==> src/rtl/tcm_port_arbiter_if.sv <==
// rtl/tcm_port_arbiter_if.sv - fetch/stbuf request ports and single-port TCM bus
interface tcm_port_arbiter_if #(
    parameter int ADDR_W = 32,
    parameter int DATA_W = 64,
    parameter int SIZE_W = 3
);
    logic              fetch_req;
    logic [ADDR_W-1:0] fetch_addr;
    logic              fetch_ack;
    logic [DATA_W-1:0] fetch_rdata;

    logic              st_rd_req;
    logic [ADDR_W-1:0] st_rd_addr;
    logic [SIZE_W-1:0] st_rd_size;
    logic              st_rd_ack;
    logic [DATA_W-1:0] st_rdata;

    logic              st_wr_req;
    logic [ADDR_W-1:0] st_wr_addr;
    logic [SIZE_W-1:0] st_wr_size;
    logic [DATA_W-1:0] st_wr_data;
    logic              st_wr_ack;

    logic [ADDR_W-1:0] tcm_addr;
    logic [SIZE_W-1:0] tcm_size;
    logic [DATA_W-1:0] tcm_wdata;
    logic              tcm_rd;
    logic              tcm_wr;
    logic [DATA_W-1:0] tcm_rdata;

    modport slave (
        input  fetch_req, fetch_addr,
        input  st_rd_req, st_rd_addr, st_rd_size,
        input  st_wr_req, st_wr_addr, st_wr_size, st_wr_data,
        input  tcm_rdata,
        output fetch_ack, fetch_rdata, st_rd_ack, st_rdata, st_wr_ack,
        output tcm_addr, tcm_size, tcm_wdata, tcm_rd, tcm_wr
    );

    modport master (
        output fetch_req, fetch_addr,
        output st_rd_req, st_rd_addr, st_rd_size,
        output st_wr_req, st_wr_addr, st_wr_size, st_wr_data,
        output tcm_rdata,
        input  fetch_ack, fetch_rdata, st_rd_ack, st_rdata, st_wr_ack,
        input  tcm_addr, tcm_size, tcm_wdata, tcm_rd, tcm_wr
    );
endinterface

==> src/rtl/tcm_port_arbiter.sv <==
// rtl/tcm_port_arbiter.sv - one-access-per-cycle TCM arbiter for fetch, stbuf read, stbuf write
// Optional conflict counter enabled by defining TCM_ARB_PERF_EN.
module tcm_port_arbiter #(
    parameter int ADDR_W     = 32,
    parameter int DATA_W     = 64,
    parameter int SIZE_W     = 3,
    parameter int STARVE_MAX = 4
) (
    input  logic                 clk,
    input  logic                 rst,
`ifdef TCM_ARB_PERF_EN
    input  logic                 perf_clr,
    output logic [31:0]          conflict_cnt,
`endif
    tcm_port_arbiter_if.slave    bus
);
    typedef enum logic [1:0] {
        G_NONE  = 2'd0,
        G_FETCH = 2'd1,
        G_ST_RD = 2'd2,
        G_ST_WR = 2'd3
    } grant_t;

    localparam logic [3:0]        STARVE_LIM = 4'(STARVE_MAX);
    localparam logic [SIZE_W-1:0] FETCH_SIZE = SIZE_W'(3);

    grant_t     last_grant;
    grant_t     grant;
    logic [3:0] starve_cnt;
    logic       fetch_elig;
    logic       rd_elig;
    logic       wr_elig;

    // Acks come straight from the grant register, so reset clears them at once.
    assign bus.fetch_ack = (last_grant == G_FETCH);
    assign bus.st_rd_ack = (last_grant == G_ST_RD);
    assign bus.st_wr_ack = (last_grant == G_ST_WR);

    assign bus.fetch_rdata = rst ? {DATA_W{1'b0}} : bus.tcm_rdata;
    assign bus.st_rdata    = rst ? {DATA_W{1'b0}} : bus.tcm_rdata;

    // A requester in its ack cycle still holds req; masking it avoids a duplicate issue.
    assign fetch_elig = bus.fetch_req & ~bus.fetch_ack & ~rst;
    assign rd_elig    = bus.st_rd_req & ~bus.st_rd_ack & ~rst;
    assign wr_elig    = bus.st_wr_req & ~bus.st_wr_ack & ~rst;

    always_comb begin
        grant = G_NONE;
        if (fetch_elig && starve_cnt == STARVE_LIM) grant = G_FETCH;
        else if (wr_elig)                          grant = G_ST_WR;
        else if (rd_elig)                          grant = G_ST_RD;
        else if (fetch_elig)                       grant = G_FETCH;
    end

    always_comb begin
        bus.tcm_addr  = {ADDR_W{1'b0}};
        bus.tcm_size  = {SIZE_W{1'b0}};
        bus.tcm_wdata = {DATA_W{1'b0}};
        bus.tcm_rd    = 1'b0;
        bus.tcm_wr    = 1'b0;
        case (grant)
            G_FETCH: begin
                bus.tcm_addr = bus.fetch_addr;
                bus.tcm_size = FETCH_SIZE;
                bus.tcm_rd   = 1'b1;
            end
            G_ST_RD: begin
                bus.tcm_addr = bus.st_rd_addr;
                bus.tcm_size = bus.st_rd_size;
                bus.tcm_rd   = 1'b1;
            end
            G_ST_WR: begin
                bus.tcm_addr  = bus.st_wr_addr;
                bus.tcm_size  = bus.st_wr_size;
                bus.tcm_wdata = bus.st_wr_data;
                bus.tcm_wr    = 1'b1;
            end
            default: ;
        endcase
    end

    always_ff @(posedge clk or posedge rst) begin
        if (rst) begin
            last_grant <= G_NONE;
            starve_cnt <= 4'd0;
        end else begin
            last_grant <= grant;
            if (!bus.fetch_req || grant == G_FETCH)
                starve_cnt <= 4'd0;
            else if (fetch_elig && starve_cnt != STARVE_LIM)
                starve_cnt <= starve_cnt + 4'd1;
        end
    end

`ifdef TCM_ARB_PERF_EN
    logic [1:0] elig_num;
    assign elig_num = {1'b0, fetch_elig} + {1'b0, rd_elig} + {1'b0, wr_elig};

    always_ff @(posedge clk or posedge rst) begin
        if (rst)
            conflict_cnt <= 32'd0;
        else if (perf_clr)
            conflict_cnt <= 32'd0;
        else if (elig_num >= 2'd2)
            conflict_cnt <= conflict_cnt + 32'd1;
    end
`endif
endmodule

==> src/flat_wrapper.sv <==
// flat-port wrapper written by rule: the top's interface ports become plain ports
module tcm_port_arbiter_flat 
#(
    parameter int ADDR_W     = 32,
    parameter int DATA_W     = 64,
    parameter int SIZE_W     = 3,
    parameter int STARVE_MAX = 4
)
  (clk, rst, bus_fetch_req, bus_fetch_addr, bus_st_rd_req, bus_st_rd_addr, bus_st_rd_size, bus_st_wr_req, bus_st_wr_addr, bus_st_wr_size, bus_st_wr_data, bus_tcm_rdata, bus_fetch_ack, bus_fetch_rdata, bus_st_rd_ack, bus_st_rdata, bus_st_wr_ack, bus_tcm_addr, bus_tcm_size, bus_tcm_wdata, bus_tcm_rd, bus_tcm_wr);
  tcm_port_arbiter_if #(.ADDR_W(ADDR_W), .DATA_W(DATA_W), .SIZE_W(SIZE_W)) bus_i ();
  input  logic clk;
  input  logic rst;
  input wire logic [$bits(bus_i.fetch_req)-1:0] bus_fetch_req;
  input wire logic [$bits(bus_i.fetch_addr)-1:0] bus_fetch_addr;
  input wire logic [$bits(bus_i.st_rd_req)-1:0] bus_st_rd_req;
  input wire logic [$bits(bus_i.st_rd_addr)-1:0] bus_st_rd_addr;
  input wire logic [$bits(bus_i.st_rd_size)-1:0] bus_st_rd_size;
  input wire logic [$bits(bus_i.st_wr_req)-1:0] bus_st_wr_req;
  input wire logic [$bits(bus_i.st_wr_addr)-1:0] bus_st_wr_addr;
  input wire logic [$bits(bus_i.st_wr_size)-1:0] bus_st_wr_size;
  input wire logic [$bits(bus_i.st_wr_data)-1:0] bus_st_wr_data;
  input wire logic [$bits(bus_i.tcm_rdata)-1:0] bus_tcm_rdata;
  output wire logic [$bits(bus_i.fetch_ack)-1:0] bus_fetch_ack;
  output wire logic [$bits(bus_i.fetch_rdata)-1:0] bus_fetch_rdata;
  output wire logic [$bits(bus_i.st_rd_ack)-1:0] bus_st_rd_ack;
  output wire logic [$bits(bus_i.st_rdata)-1:0] bus_st_rdata;
  output wire logic [$bits(bus_i.st_wr_ack)-1:0] bus_st_wr_ack;
  output wire logic [$bits(bus_i.tcm_addr)-1:0] bus_tcm_addr;
  output wire logic [$bits(bus_i.tcm_size)-1:0] bus_tcm_size;
  output wire logic [$bits(bus_i.tcm_wdata)-1:0] bus_tcm_wdata;
  output wire logic [$bits(bus_i.tcm_rd)-1:0] bus_tcm_rd;
  output wire logic [$bits(bus_i.tcm_wr)-1:0] bus_tcm_wr;
  assign bus_i.fetch_req = bus_fetch_req;
  assign bus_i.fetch_addr = bus_fetch_addr;
  assign bus_i.st_rd_req = bus_st_rd_req;
  assign bus_i.st_rd_addr = bus_st_rd_addr;
  assign bus_i.st_rd_size = bus_st_rd_size;
  assign bus_i.st_wr_req = bus_st_wr_req;
  assign bus_i.st_wr_addr = bus_st_wr_addr;
  assign bus_i.st_wr_size = bus_st_wr_size;
  assign bus_i.st_wr_data = bus_st_wr_data;
  assign bus_i.tcm_rdata = bus_tcm_rdata;
  assign bus_fetch_ack = bus_i.fetch_ack;
  assign bus_fetch_rdata = bus_i.fetch_rdata;
  assign bus_st_rd_ack = bus_i.st_rd_ack;
  assign bus_st_rdata = bus_i.st_rdata;
  assign bus_st_wr_ack = bus_i.st_wr_ack;
  assign bus_tcm_addr = bus_i.tcm_addr;
  assign bus_tcm_size = bus_i.tcm_size;
  assign bus_tcm_wdata = bus_i.tcm_wdata;
  assign bus_tcm_rd = bus_i.tcm_rd;
  assign bus_tcm_wr = bus_i.tcm_wr;
  tcm_port_arbiter #(.ADDR_W(ADDR_W), .DATA_W(DATA_W), .SIZE_W(SIZE_W), .STARVE_MAX(STARVE_MAX)) u_core (.clk(clk), .rst(rst), .bus(bus_i));
endmodule
==> config.mk <==
export PLATFORM = sky130hd
export DESIGN_NAME = tcm_port_arbiter_flat
export DESIGN_NICKNAME = d
export VERILOG_FILES = /design/src/rtl/tcm_port_arbiter_if.sv /design/src/rtl/tcm_port_arbiter.sv /design/src/flat_wrapper.sv
export SDC_FILE = /design/constraint.sdc
export NUM_CORES = 1
export LEC_CHECK = 0
export ABC_AREA = 1
export CAP_MARGIN = 20
export CORE_AREA = 2 2 182 184
export DETAILED_ROUTE_END_ITERATION = 8
export DIE_AREA = 0 0 184 186
export GPL_ROUTABILITY_DRIVEN = 0
export HOLD_SLACK_MARGIN = 0.06
export PLACE_DENSITY_LB_ADDON = 0.25
export SYNTH_ARGS = -nofsm -noshare
export SYNTH_HDL_FRONTEND = slang
export SYNTH_SLANG_ARGS = --single-unit
==> constraint.sdc <==
create_clock -name clk -period 2.5 [get_ports clk]
set_clock_uncertainty 0.15 [all_clocks]
set_input_delay 0.5 -clock clk [delete_from_list [all_inputs] [get_ports clk]]
set_output_delay 0.5 -clock clk [all_outputs]
set_load 0.005 [all_outputs]
# Word level (Yosys, flattened, before mapping)
# Index checks and enable logic that the tools add are counted.
# totals
register_bits	6
input_bits	235
output_inout_bits	232
wordCells	39
# classes
n_addsub	1
n_eq_ne	8
mux	12
bitwise	10
reduce_logical	6
# ops
operator	n
$mux 64	2
$pmux 32 s3	1
$pmux 3 s3	1
$eq 2x2->1 const B	4
$mux 4	2
$and 1x1->1	6
$mux 2	3
$add 4x1->4 const B	1
$eq 2x1->1 const B	2
$eq 4x3->1 const B	1
$ne 4x3->1 const B	1
$not 1->1	4
$mux 1	3
$logic_and 1x1->1	2
$reduce_bool 2->1	1
$reduce_or 2->1	1
$logic_not 1->1	1
$logic_or 1x1->1	1

# Longest topological paths before layout
# Gate-level depths: netlist of run 1.
# depth
word_depth	11
ltp_mapped	14
ltp_nobuf	12

# Worst setup path after synthesis of run 1
# OpenSTA, ideal clock, no wires.
# synth_timing
path_type	reg-to-output
from	register u_core.starve_cnt[0]
to	output bus_tcm_addr[10]
t_arrival_ps	1738
required_ps	1850
setup_slack_ps	112
stages_incl_launch_ff	15
n_path_buf	2
cell_sequence	dfrtp_1 inv_1 ha_1 nand2_2 nor2_2 nand3_2 nand3_2 inv_1 ha_1 buf_4 buf_2 nand2_1 nand3_1 nand2_1 inv_1
# synth_via
elab_chain_cells	5
word_cells_on_any_way	7
classes_between	4 x eq/ne; 2 x mux; 1 x reduce/logical
# synth_lines
element	line	rtl
start: declaration	tcm_port_arbiter.sv:29	logic [3:0] starve_cnt;
start signal: assignment	tcm_port_arbiter.sv:91	starve_cnt <= starve_cnt + 4'd1;
$eq 4x3->1 (*)	tcm_port_arbiter.sv:49	if (fetch_elig && starve_cnt == STARVE_LIM) grant = G_FETCH;
$logic_and 1x1->1 (*)	tcm_port_arbiter.sv:49	
$mux 2 (*)	tcm_port_arbiter.sv:49	
via u_core.grant[0]	tcm_port_arbiter.sv:28	grant_t grant;
$eq 2x2->1 / $eq 2x1->1 (equally long branches)	tcm_port_arbiter.sv:61	case (grant)
$pmux 32 s3 (*)	tcm_port_arbiter.sv:61	
end: declaration	flat_wrapper.sv:28	output wire logic [$bits(bus_i.tcm_addr)-1:0] bus_tcm_addr;
# Mark *: on every way through the listed nets, which the timed path passes. The rest lies on a longest branch.

# Worst setup path after layout of run 1
# layout_timing
from	input bus_fetch_req
to	output bus_tcm_addr[20]
# layout_via
elab_chain_cells	8
word_cells_on_any_way	11
classes_between	3 x eq/ne; 5 x mux; 2 x bitwise; 1 x reduce/logical
# layout_lines
element	line	rtl
start: declaration	flat_wrapper.sv:13	input wire logic [$bits(bus_i.fetch_req)-1:0] bus_fetch_req;
$and 1x1->1 (*) (2 in series)	tcm_port_arbiter.sv:43	assign fetch_elig = bus.fetch_req & ~bus.fetch_ack & ~rst;
$mux 1	tcm_port_arbiter.sv:52	else if (fetch_elig) grant = G_FETCH;
$mux 2	tcm_port_arbiter.sv:51	else if (rd_elig) grant = G_ST_RD;
$mux 2	tcm_port_arbiter.sv:50	else if (wr_elig) grant = G_ST_WR;
$mux 2 (*)	tcm_port_arbiter.sv:49	
via u_core.grant[0]	tcm_port_arbiter.sv:28	
$eq 2x2->1 / $eq 2x1->1 (equally long branches)	tcm_port_arbiter.sv:61	
$pmux 32 s3 (*)	tcm_port_arbiter.sv:61	
# Marks and branches as above.

==> impl_metrics.csv, run 1 <==
group,metric,value,unit
power_and_ir_drop,leakage,5.44,nW
drt,drt-initial-drc-count,117,
drt,route.detailed.drc,0,
worst_setup_path,path_cells,"dlygate4sd2_1 -> inv_2 -> nor2_2 -> nand3_2 -> nand3_4 -> buf_6 -> ha_4 -> buf_12 -> buf_8 -> buf_12 -> buf_6 -> nand2_2 -> nand3_2 -> nand2_1 -> inv_1 -> buf_2",
logic_synthesis,synth_fa_ha_area_share,3.07,%
sta,rsz0062_at_grt,"yes",
logic_synthesis,netlist_area,0.00285,mm²
logic_synthesis,synth-seq-cells,6,
logic_synthesis,synth_nets,853,
drt,dr.pass1.iters,4,
power_and_ir_drop,power.density,258,mW/mm²
run_status,violations,"setup timing",
job,max_cap_violations,0,
cells_and_area,drive_gt1_share,44.0,%
drt,num_vias,5375,
global_routing,grt_pass1_vias,5224,
floorplanning,io-pin-count,467,
placed_design,dpl.cell_count,1432,
worst_setup_path,critical_path_class,"input pin to output pin",
logic_synthesis,yosysWarnings,0,
logic_synthesis,synth_cells,611,
cts,htreeDepth,1,
drt,antenna_left,0,
cts,cts.sinks,6,
floorplanning,initial_utilization,8.85,%
cells_and_area,num-nets-final,1370,
floorplanning,die_w,184,µm
worst_setup_path,cpPeakStageDelay,0.26,ns
cts,clk_pin_slew,0.03,ns
drt,routed_wl,22400,µm
sta,max_freq,341,MHz
logic_synthesis,synthMuxAreaShare,0,%
power_and_ir_drop,vdd_drop_max,0.193,mV
cells_and_area,fin_area,0.0100,mm²
worst_setup_path,crit_fanout,5,
cts,cts-hold-fix-buffers,0,
sta,period_minus_slack,2.93,ns
sta,period_share,117,%
logic_synthesis,synth-xor-area-share,0,%
floorplanning,die-height,186,µm
floorplanning,placeableCoreArea,0.0322,mm²
power_and_ir_drop,finalPower,2.58,mW
cts,numCtsBuffers,3,
sta,timing.final.max_slew_violations,0,
logic_synthesis,synth.distinct_cells,18,
cells_and_area,postLayoutCoreUtil,31.1,%
worst_setup_path,cp-start-kind,"input pin",
worst_setup_path,crit_arrival,2.28,ns
cts,clk_path_buf_depth,2,
worst_setup_path,crit_required,1.85,ns
placed_design,dpl_cell_area,0.00777,mm²
logic_synthesis,synth_top_family_by_area,"simple AND/OR/NAND/NOR gates",
drt,wire_per_inst,14.6,µm
global_routing,grt_max_degree,65,
sta,setup_violations,99,
drt,vias_per_cell,3.50,
global_routing,grt_pass1_wl,30000,µm
logic_synthesis,synth_compound_area_share,1.58,%
hold_path,hold_path_class,"input pin to async pin",
worst_setup_path,critPathSlowestCell,"dlygate4sd2_1",
cts,clock-root-buffer,"clkbuf_16",
global_routing,grt_overflow,0,
sta,hold_violations,0,
logic_synthesis,synth-simple-area-share,45.4,%
cts,cts_tree,"built",
logic_synthesis,post_synth.cell_area_avg,4.66,µm²
global_routing,antenna_found_initial,3,
floorplanning,dieArea,0.0342,mm²
logic_synthesis,synth-seq-area-share,5.27,%
run_status,status,"finished, violations left",
cells_and_area,area_delta_synth_final,251,%
worst_setup_path,end_kind,"output pin",
placed_design,io_buffers,466,
cells_and_area,stdcell_count,1535,
placed_design,dpl.hpwl,15700,µm
floorplanning,num_rows,66,
sta,fin_ws,-0.433,ns
cts,clk_latency,0.23,ns
placed_design,pre_cts_ws,-0.989,ns
sta,maxSlewHeadroom,69.4,%
sta,worstMarginPinSlew,0.459,ns
global_routing,grt.total_usage,11.6,%
## final timing paths
path	from	endpoint	slack [ns]	depth (start not counted)
max in group asynchronous	rst	u_core.starve_cnt[3]	1.93	3
worst min-delay path	rst	u_core.last_grant[0]	0.16	3
worst min register to register	u_core.starve_cnt[2]	u_core.starve_cnt[2]	0.56	3
worst max register to register	u_core.starve_cnt[0]	u_core.starve_cnt[2]	0.37	13
min in group clk	u_core.starve_cnt[2]	u_core.starve_cnt[2]	0.56	3
worst max-delay path	bus_fetch_req	bus_tcm_addr[20]	-0.43	16
## stage by stage
step	hold WS, ns	setup TNS [ns]
2_1_floorplan	0.117	0
3_3_place_gp	0.389	-97.07
3_5_place_dp	0.378	-97.96
4_1_cts	0.163	-37.17
5_1_grt	0.179	-41.63
6_report	0.158	-28.66
## cells by family after synthesis
kind of cell	after synthesis
simple gates	325
buf+inv	266
compound gates	7
fa+ha+maj	7
flops	6
## cell usage after synthesis
| cell type | count | area (µm²) |
|---|---|---|
| dfrtp_1 | 6 | 150 |
| o21ai_0 | 4 | 20.0 |
| ha_1 | 7 | 87.6 |
| buf_4 | 65 | 488 |
| nand4_1 | 3 | 18.8 |
| or2_2 | 1 | 6.26 |
| buf_2 | 24 | 120 |
| nand3_2 | 2 | 20.0 |
| a21oi_1 | 1 | 5.00 |
| nand3_1 | 34 | 170 |
| a22o_2 | 2 | 20.0 |
| nand2_1 | 212 | 796 |
| clkbuf_1 | 3 | 11.3 |
| nor2_1 | 69 | 259 |
| nand2_2 | 2 | 12.5 |
| nor2_2 | 2 | 12.5 |
| inv_2 | 2 | 7.51 |
| inv_1 | 172 | 646 |
## critical path, delay by kind of cell
family                     cells  cell delay [ns]
adders and majority gates      1             0.16
buffers and inverters          9             1.14
and+or+nand+nor                6             0.46
## layout by cell type, fill, tap and decap left out, types with 7 or more instances in the layout
cell type,count
nand3_2,25
buf_2,45
inv_1,113
buf_16,7
buf_8,9
nand2_2,89
nand2_1,71
nand3_1,7
buf_6,100
buf_12,27
nand2_4,53
clkdlybuf4s50_1,360
buf_4,46
nor2_1,61
inv_2,56
nor2_2,10
## layout make-up
type	instances	area, µm²
multi-input cells	339	2340
clock buffers	3	75.1
diodes	1	2.50
inverters	174	673
flip-flops and latches	6	150
well taps	408	510
fillers	3385	22200
repair buffers	604	6260
## metal layers
layer  track usage, %  share of wire [%]
met1             11.7                 33
met2             23.8                 55
met3             2.56                9.1
met4             3.07                2.4
met5                0               0.12
## where the power goes
group / switching, mW / internal (mW)
Sequential: 0.00602 / 0.106
Combinational: 0.870 / 1.35
Clock: 0.0514 / 0.205
## repair_timing
action	CTS	global route
endpoints found under the hold margin	0	0
gates resized for setup	579	287
setup endpoints to repair	202	102
buffers inserted	78	28
pin swaps	65	45
cloned	15	1
## registers in the layout, indices dropped and copies added, names as in the netlist
name and cells:
u_core.last_grant 2, u_core.starve_cnt 4
Note: power is estimated with default switching activity, not from simulation.
==> inputs of run 2 (changes only) <==
--- a/config.mk
+++ b/config.mk
@@ -8,11 +8,13 @@
 export ABC_AREA = 1
 export CAP_MARGIN = 20
 export CORE_AREA = 2 2 182 184
+export CTS_CLUSTER_SIZE = 20
 export DETAILED_ROUTE_END_ITERATION = 8
 export DIE_AREA = 0 0 184 186
 export GPL_ROUTABILITY_DRIVEN = 0
 export HOLD_SLACK_MARGIN = 0.06
 export PLACE_DENSITY_LB_ADDON = 0.25
+export SETUP_SLACK_MARGIN = 0.15
 export SYNTH_ARGS = -nofsm -noshare
 export SYNTH_HDL_FRONTEND = slang
 export SYNTH_SLANG_ARGS = --single-unit
==> impl_metrics.csv, run 2 (synthesis results as in run 1) <==
group,metric,value,unit
sta,max_freq,339,MHz
job,max_cap_violations,0,
drt,vias_per_cell,3.51,
cells_and_area,largest_registers,"u_core.starve_cnt x4, u_core.last_grant x2",
cts,clk_latency,0.23,ns
sta,timing.final.max_slew_violations,0,
global_routing,grt_pass1_wl,31000,µm
sta,period_share,118,%
cts,htreeDepth,1,
placed_design,dpl.hpwl,16900,µm
floorplanning,placeableCoreArea,0.0322,mm²
cts,clock-root-buffer,"clkbuf_16",
worst_setup_path,crit_arrival,2.30,ns
cts,cts-hold-fix-buffers,0,
placed_design,io_buffers,466,
cells_and_area,drive_gt1_share,45.8,%
cts,numCtsBuffers,3,
drt,route.detailed.drc,0,
run_status,violations,"setup timing",
floorplanning,die_w,184,µm
sta,maxSlewHeadroom,58.8,%
cells_and_area,multiInputGateArea,0.00263,mm²
worst_setup_path,crit_fanout,6,
cells_and_area,layout_commonest_cell,"clkdlybuf4s50_1",
placed_design,dpl_cell_area,0.00773,mm²
cells_and_area,fin_area,0.0103,mm²
floorplanning,initial_utilization,8.85,%
global_routing,antenna_found_initial,2,
global_routing,grt_max_degree,65,
cts,cts_tree,"built",
sta,fin_ws,-0.452,ns
placed_design,pre_cts_ws,-0.947,ns
drt,drt-initial-drc-count,118,
drt,wire_per_inst,15.7,µm
cells_and_area,fillers,3397,
sta,setup_violations,100,
cells_and_area,area_delta_synth_final,261,%
cells_and_area,postLayoutCoreUtil,32.0,%
global_routing,grt.total_usage,12.0,%
floorplanning,die-height,186,µm
power_and_ir_drop,leakage,6.68,nW
cells_and_area,num-nets-final,1341,
sta,hold_violations,0,
global_routing,grt_overflow,0,
worst_setup_path,critical_path_class,"input pin to output pin",
cells_and_area,regArea,150,µm²
floorplanning,num_rows,66,
floorplanning,dieArea,0.0342,mm²
floorplanning,io-pin-count,467,
drt,num_vias,5285,
sta,worstMarginPinSlew,0.619,ns
power_and_ir_drop,vdd_drop_max,0.179,mV
cts,clk_pin_slew,0.03,ns
worst_setup_path,cp-start-kind,"input pin",
global_routing,grt_pass1_vias,5212,
sta,fin_setup_tns,-35.25,ns
sta,rsz0062_at_grt,"yes",
cells_and_area,layout_common_cells,"clkdlybuf4s50_1 (265), inv_1 (107), nand2_1 (101)",
worst_setup_path,end_kind,"output pin",
worst_setup_path,crit_required,1.85,ns
cts,cts.sinks,6,
drt,routed_wl,23600,µm
cells_and_area,largest_register_ffs,4,
drt,dr.pass1.iters,4,
cells_and_area,regMostFlops,"u_core.starve_cnt",
hold_path,hold_path_class,"input pin to async pin",
power_and_ir_drop,power.density,244,mW/mm²
cts,clk_path_buf_depth,2,
run_status,status,"finished, violations left",
drt,antenna_left,0,
sta,period_minus_slack,2.95,ns
-- run 2: cell count changes in the layout (fill, tap and decap cells not counted), moves of 10 or more --
cell,previous run,this run
nor2_2,10,33
nor2_4,0,32
nand2_2,89,43
buf_12,27,17
nand2_4,53,70
buf_6,100,86
dlymetal6s2s_1,0,86
buf_4,46,36
nand2_1,71,101
clkdlybuf4s50_1,360,265
nor2_1,61,6
-- run 2: final timing paths --
kind | slack, ns | cells after the start | to | from
setup / recovery | -0.45 | 15 | bus_tcm_wdata[35] | bus_fetch_req
hold / removal | 0.19 | 3 | u_core.last_grant[0] | rst
setup reg to reg | 0.45 | 13 | u_core.starve_cnt[3] | u_core.starve_cnt[0]
hold reg to reg | 0.51 | 2 | u_core.starve_cnt[2] | u_core.starve_cnt[2]
max in group asynchronous | 1.91 | 3 | u_core.starve_cnt[1] | rst
min in group clk | 0.51 | 2 | u_core.starve_cnt[2] | u_core.starve_cnt[2]
-- run 2: routing by layer --
layer	up-vias	wire (µm)	track usage, %
li1	2612	-	-
met1	2364	8620	13.0
met2	283	12700	23.7
met3	22	1960	2.76
met4	4	303	2.24
met5	-	31	0
-- run 2: through the flow --
stage / instances / hold WS (ns) / power, mW
CTS: 1494 / 0.201 / 2.33
finish: 1506 / 0.195 / 2.52
global placement: 1426 / 0.420 / 1.61
detailed placement: 1426 / 0.411 / 1.60
floorplan: 611 / 0.117 / 0.606
global route: 1505 / 0.215 / 2.68
-- run 2: where the power goes --
group | leakage (nW) | total, mW | internal [mW] | switching (mW)
logic | 6.57 | 2.14 | 1.28 | 0.862
clock network | 0.0370 | 0.262 | 0.205 | 0.0565
registers | 0.0796 | 0.113 | 0.106 | 0.00710
total | 6.68 | 2.52 | 1.59 | 0.926
-- run 2: what timing repair did --
item                       in CTS  in global routing
gates cloned                   17                  1
pin swaps                      40                 41
gates resized for setup       699                317
setup endpoints to repair     229                152
buffers inserted               48                 10
-- run 2: area by class of cell --
| class | instances | share of cell area, % |
|---|---|---|
| Timing Repair Buffer | 575 | 60.9 |
| Multi-Input combinational cell | 339 | 25.5 |
| Inverter | 174 | 6.44 |
| Tap cell | 408 | 4.96 |
| Sequential cell | 6 | 1.46 |
| Clock buffer | 3 | 0.729 |
| Antenna cell | 1 | 0.0243 |
-- run 2: critical path: stages --
cell,delay [ns]
dlygate4sd2_1,0.26
inv_1,0.12
nor2_4,0.05
nand3_4,0.08
nand3_4,0.11
buf_6,0.14
buf_6,0.11
ha_4,0.17
buf_12,0.14
buf_12,0.14
buf_16,0.15
buf_12,0.13
nand2_2,0.04
inv_1,0.03
buf_2,0.12
==> inputs of run 3 (changes only) <==
--- a/config.mk
+++ b/config.mk
@@ -8,6 +8,7 @@
 export ABC_AREA = 1
 export CAP_MARGIN = 20
 export CORE_AREA = 2 2 182 184
+export CTS_CLUSTER_DIAMETER = 50
 export CTS_CLUSTER_SIZE = 20
 export DETAILED_ROUTE_END_ITERATION = 8
 export DIE_AREA = 0 0 184 186
@@ -18,3 +19,4 @@
 export SYNTH_ARGS = -nofsm -noshare
 export SYNTH_HDL_FRONTEND = slang
 export SYNTH_SLANG_ARGS = --single-unit
+export TNS_END_PERCENT = 50
==> impl_metrics.csv, run 3 (synthesis results as in run 1) <==
group,metric,value,unit
cells_and_area,layout_common_cells,"clkdlybuf4s50_1 (307), inv_1 (107), nand2_1 (101)",
power_and_ir_drop,seq_power_share,4.5,%
cts,cts_tree,"built",
placed_design,pre_cts_ws,-0.947,ns
cells_and_area,regMostFlops,"u_core.starve_cnt",
worst_setup_path,crit_required,1.85,ns
worst_setup_path,startpoint,"bus_fetch_req",
worst_setup_path,crit_buf_inv,10,
drt,routed_wl,23400,µm
cts,clk_latency,0.23,ns
cells_and_area,num-nets-final,1341,
cells_and_area,regArea,150,µm²
sta,rsz0062_at_grt,"yes",
sta,maxSlewHeadroom,61.3,%
cells_and_area,drive_gt1_share,44.4,%
global_routing,grt_max_degree,65,
power_and_ir_drop,intPower,1.60,mW
worst_setup_path,cp-start-kind,"input pin",
cells_and_area,largest_registers,"u_core.starve_cnt x4, u_core.last_grant x2",
cells_and_area,fillers,3425,
worst_setup_path,critPathSlowestCell,"dlygate4sd2_1",
drt,antenna_left,0,
cells_and_area,largest_register_ffs,4,
cells_and_area,layout_commonest_cell,"clkdlybuf4s50_1",
worst_setup_path,critical_path_class,"input pin to output pin",
run_status,violations,"setup timing",
worst_setup_path,path_common_cell,"buf_12",
job,max_cap_violations,0,
worst_setup_path,rr_endpoint,"u_core.starve_cnt[3]",
power_and_ir_drop,leakage,6.07,nW
drt,dr.pass1.iters,4,
sta,worstMarginPinSlew,0.581,ns
power_and_ir_drop,power.density,248,mW/mm²
sta,setup_violations,100,
drt,route.detailed.drc,0,
floorplanning,io-pin-count,467,
worst_setup_path,end_kind,"output pin",
sta,timing.final.max_slew_violations,0,
power_and_ir_drop,vdd_drop_max,0.179,mV
floorplanning,placeableCoreArea,0.0322,mm²
worst_setup_path,r2r_cells,13,
worst_setup_path,cp.depth,15,
sta,hold_violations,0,
cts,cts-hold-fix-buffers,0,
floorplanning,die_w,184,µm
sta,max_freq,339,MHz
drt,num_vias,5274,
placed_design,io_buffers,466,
cells_and_area,area_delta_synth_final,256,%
global_routing,antenna_found_initial,2,
floorplanning,num_rows,66,
worst_setup_path,cpPeakStageDelay,0.26,ns
sta,period_share,118,%
power_and_ir_drop,p_sw,0.919,mW
worst_setup_path,cp_top_family,"buffers and inverters",
cells_and_area,multiInputGateArea,0.00258,mm²
run_status,status,"finished, violations left",
global_routing,grt.total_usage,12.0,%
drt,vias_per_cell,3.50,
power_and_ir_drop,swShare,36.5,%
power_and_ir_drop,power_frac_clock,10.4,%
sta,fin_ws,-0.452,ns
sta,period_minus_slack,2.95,ns
floorplanning,die-height,186,µm
cts,clk_pin_slew,0.03,ns
power_and_ir_drop,combPwrFrac,85.1,%
worst_setup_path,worstSetupEndpoint,"bus_tcm_wdata[35]",
worst_setup_path,crit_arrival,2.30,ns
cts,numCtsBuffers,3,
drt,drt-initial-drc-count,117,
cts,htreeDepth,1,
cts,clock-root-buffer,"clkbuf_16",
worst_setup_path,crit_fanout,6,
cells_and_area,stdcell_count,1506,
hold_path,hold_path_class,"input pin to async pin",
floorplanning,dieArea,0.0342,mm²
placed_design,dpl.hpwl,16900,µm
placed_design,dpl.cell_count,1426,
cts,cts.sinks,6,
global_routing,grt_overflow,0,
cts,clk_path_buf_depth,2,
sta,timing.hold.ws,0.194,ns
worst_setup_path,path_cells,"dlygate4sd2_1 -> inv_1 -> nor2_4 -> nand3_4 -> nand3_4 -> buf_6 -> buf_6 -> ha_4 -> buf_12 -> buf_12 -> buf_16 -> buf_12 -> nand2_2 -> inv_1 -> buf_2",
worst_setup_path,reg2reg_from,"u_core.starve_cnt[0]",
worst_setup_path,r2r_slack,0.45,ns
floorplanning,initial_utilization,8.85,%
power_and_ir_drop,finalPower,2.52,mW
global_routing,grt_pass1_vias,5212,
global_routing,grt_pass1_wl,31000,µm
drt,wire_per_inst,15.5,µm
## run 3: cell types whose count changed in the layout (fill, tap and decap cells not counted), sizes merged
cell           previous run  this run
clkdlybuf4s50           265       307
dlymetal6s2s             86        44
## run 3: routing by layer
metal / track usage [%] / vias to the layer above / part of all wire (%)
li1: - / 2611 / -
met1: 13.0 / 2356 / 37
met2: 23.7 / 283 / 54
met3: 2.76 / 20 / 8.1
met4: 2.24 / 4 / 1.3
met5: 0 / - / 0.13
## run 3: timing repair
| action | 4_1_cts | 5_1_grt |
|---|---|---|
| gates resized for setup | 700 | 256 |
| setup endpoints to repair | 229 | 152 |
| cloned | 17 | 1 |
| endpoints found under the hold margin | 0 | 0 |
| pin swaps | 40 | 45 |
| buffers inserted | 48 | 10 |
## run 3: worst min path at each step
| stage | to | slack [ns] |
|---|---|---|
| 6_report | u_core.last_grant[0] | 0.19 |
| 5_1_grt | u_core.last_grant[0] | 0.21 |
| 4_1_cts | u_core.starve_cnt[3] | 0.20 |
| 3_5_place_dp | u_core.last_grant[1] | 0.41 |
| 3_3_place_gp | u_core.starve_cnt[3] | 0.42 |
| 2_1_floorplan | u_core.last_grant[0] | 0.12 |
## run 3: through the flow
step / cell area (µm²) / util, % / setup TNS, ns
floorplan: 2870 / - / 0
global placement: 7730 / 24.0 / -100.59
detailed placement: 7730 / 24.0 / -96.68
CTS: 9120 / 28.3 / -39.14
global route: 10100 / 31.5 / -46.80
finish: 10100 / 31.5 / -35.36
## run 3: tightest hold or removal path: stages
cell and delay, ns:
buf_4 0.15, inv_2 0.10, buf_4 0.13
## run 3: area by class of cell
cell class | count | area share, %
flip-flops and latches | 6 | 1.48
well taps | 408 | 5.03
clock buffers | 3 | 0.740
multi-input cells | 339 | 25.5
diodes | 1 | 0.0247
inverters | 174 | 6.54
repair buffers | 575 | 60.7
## run 3: power groups by stage
stage | clock network, mW | logic, mW | registers (mW)
4_1_cts | 0.268 | 1.95 | 0.113
5_1_grt | 0.273 | 2.29 | 0.114
3_3_place_gp | 0 | 1.50 | 0.113
3_5_place_dp | 0 | 1.49 | 0.113
2_1_floorplan | 0 | 0.494 | 0.113
6_report | 0.262 | 2.14 | 0.113
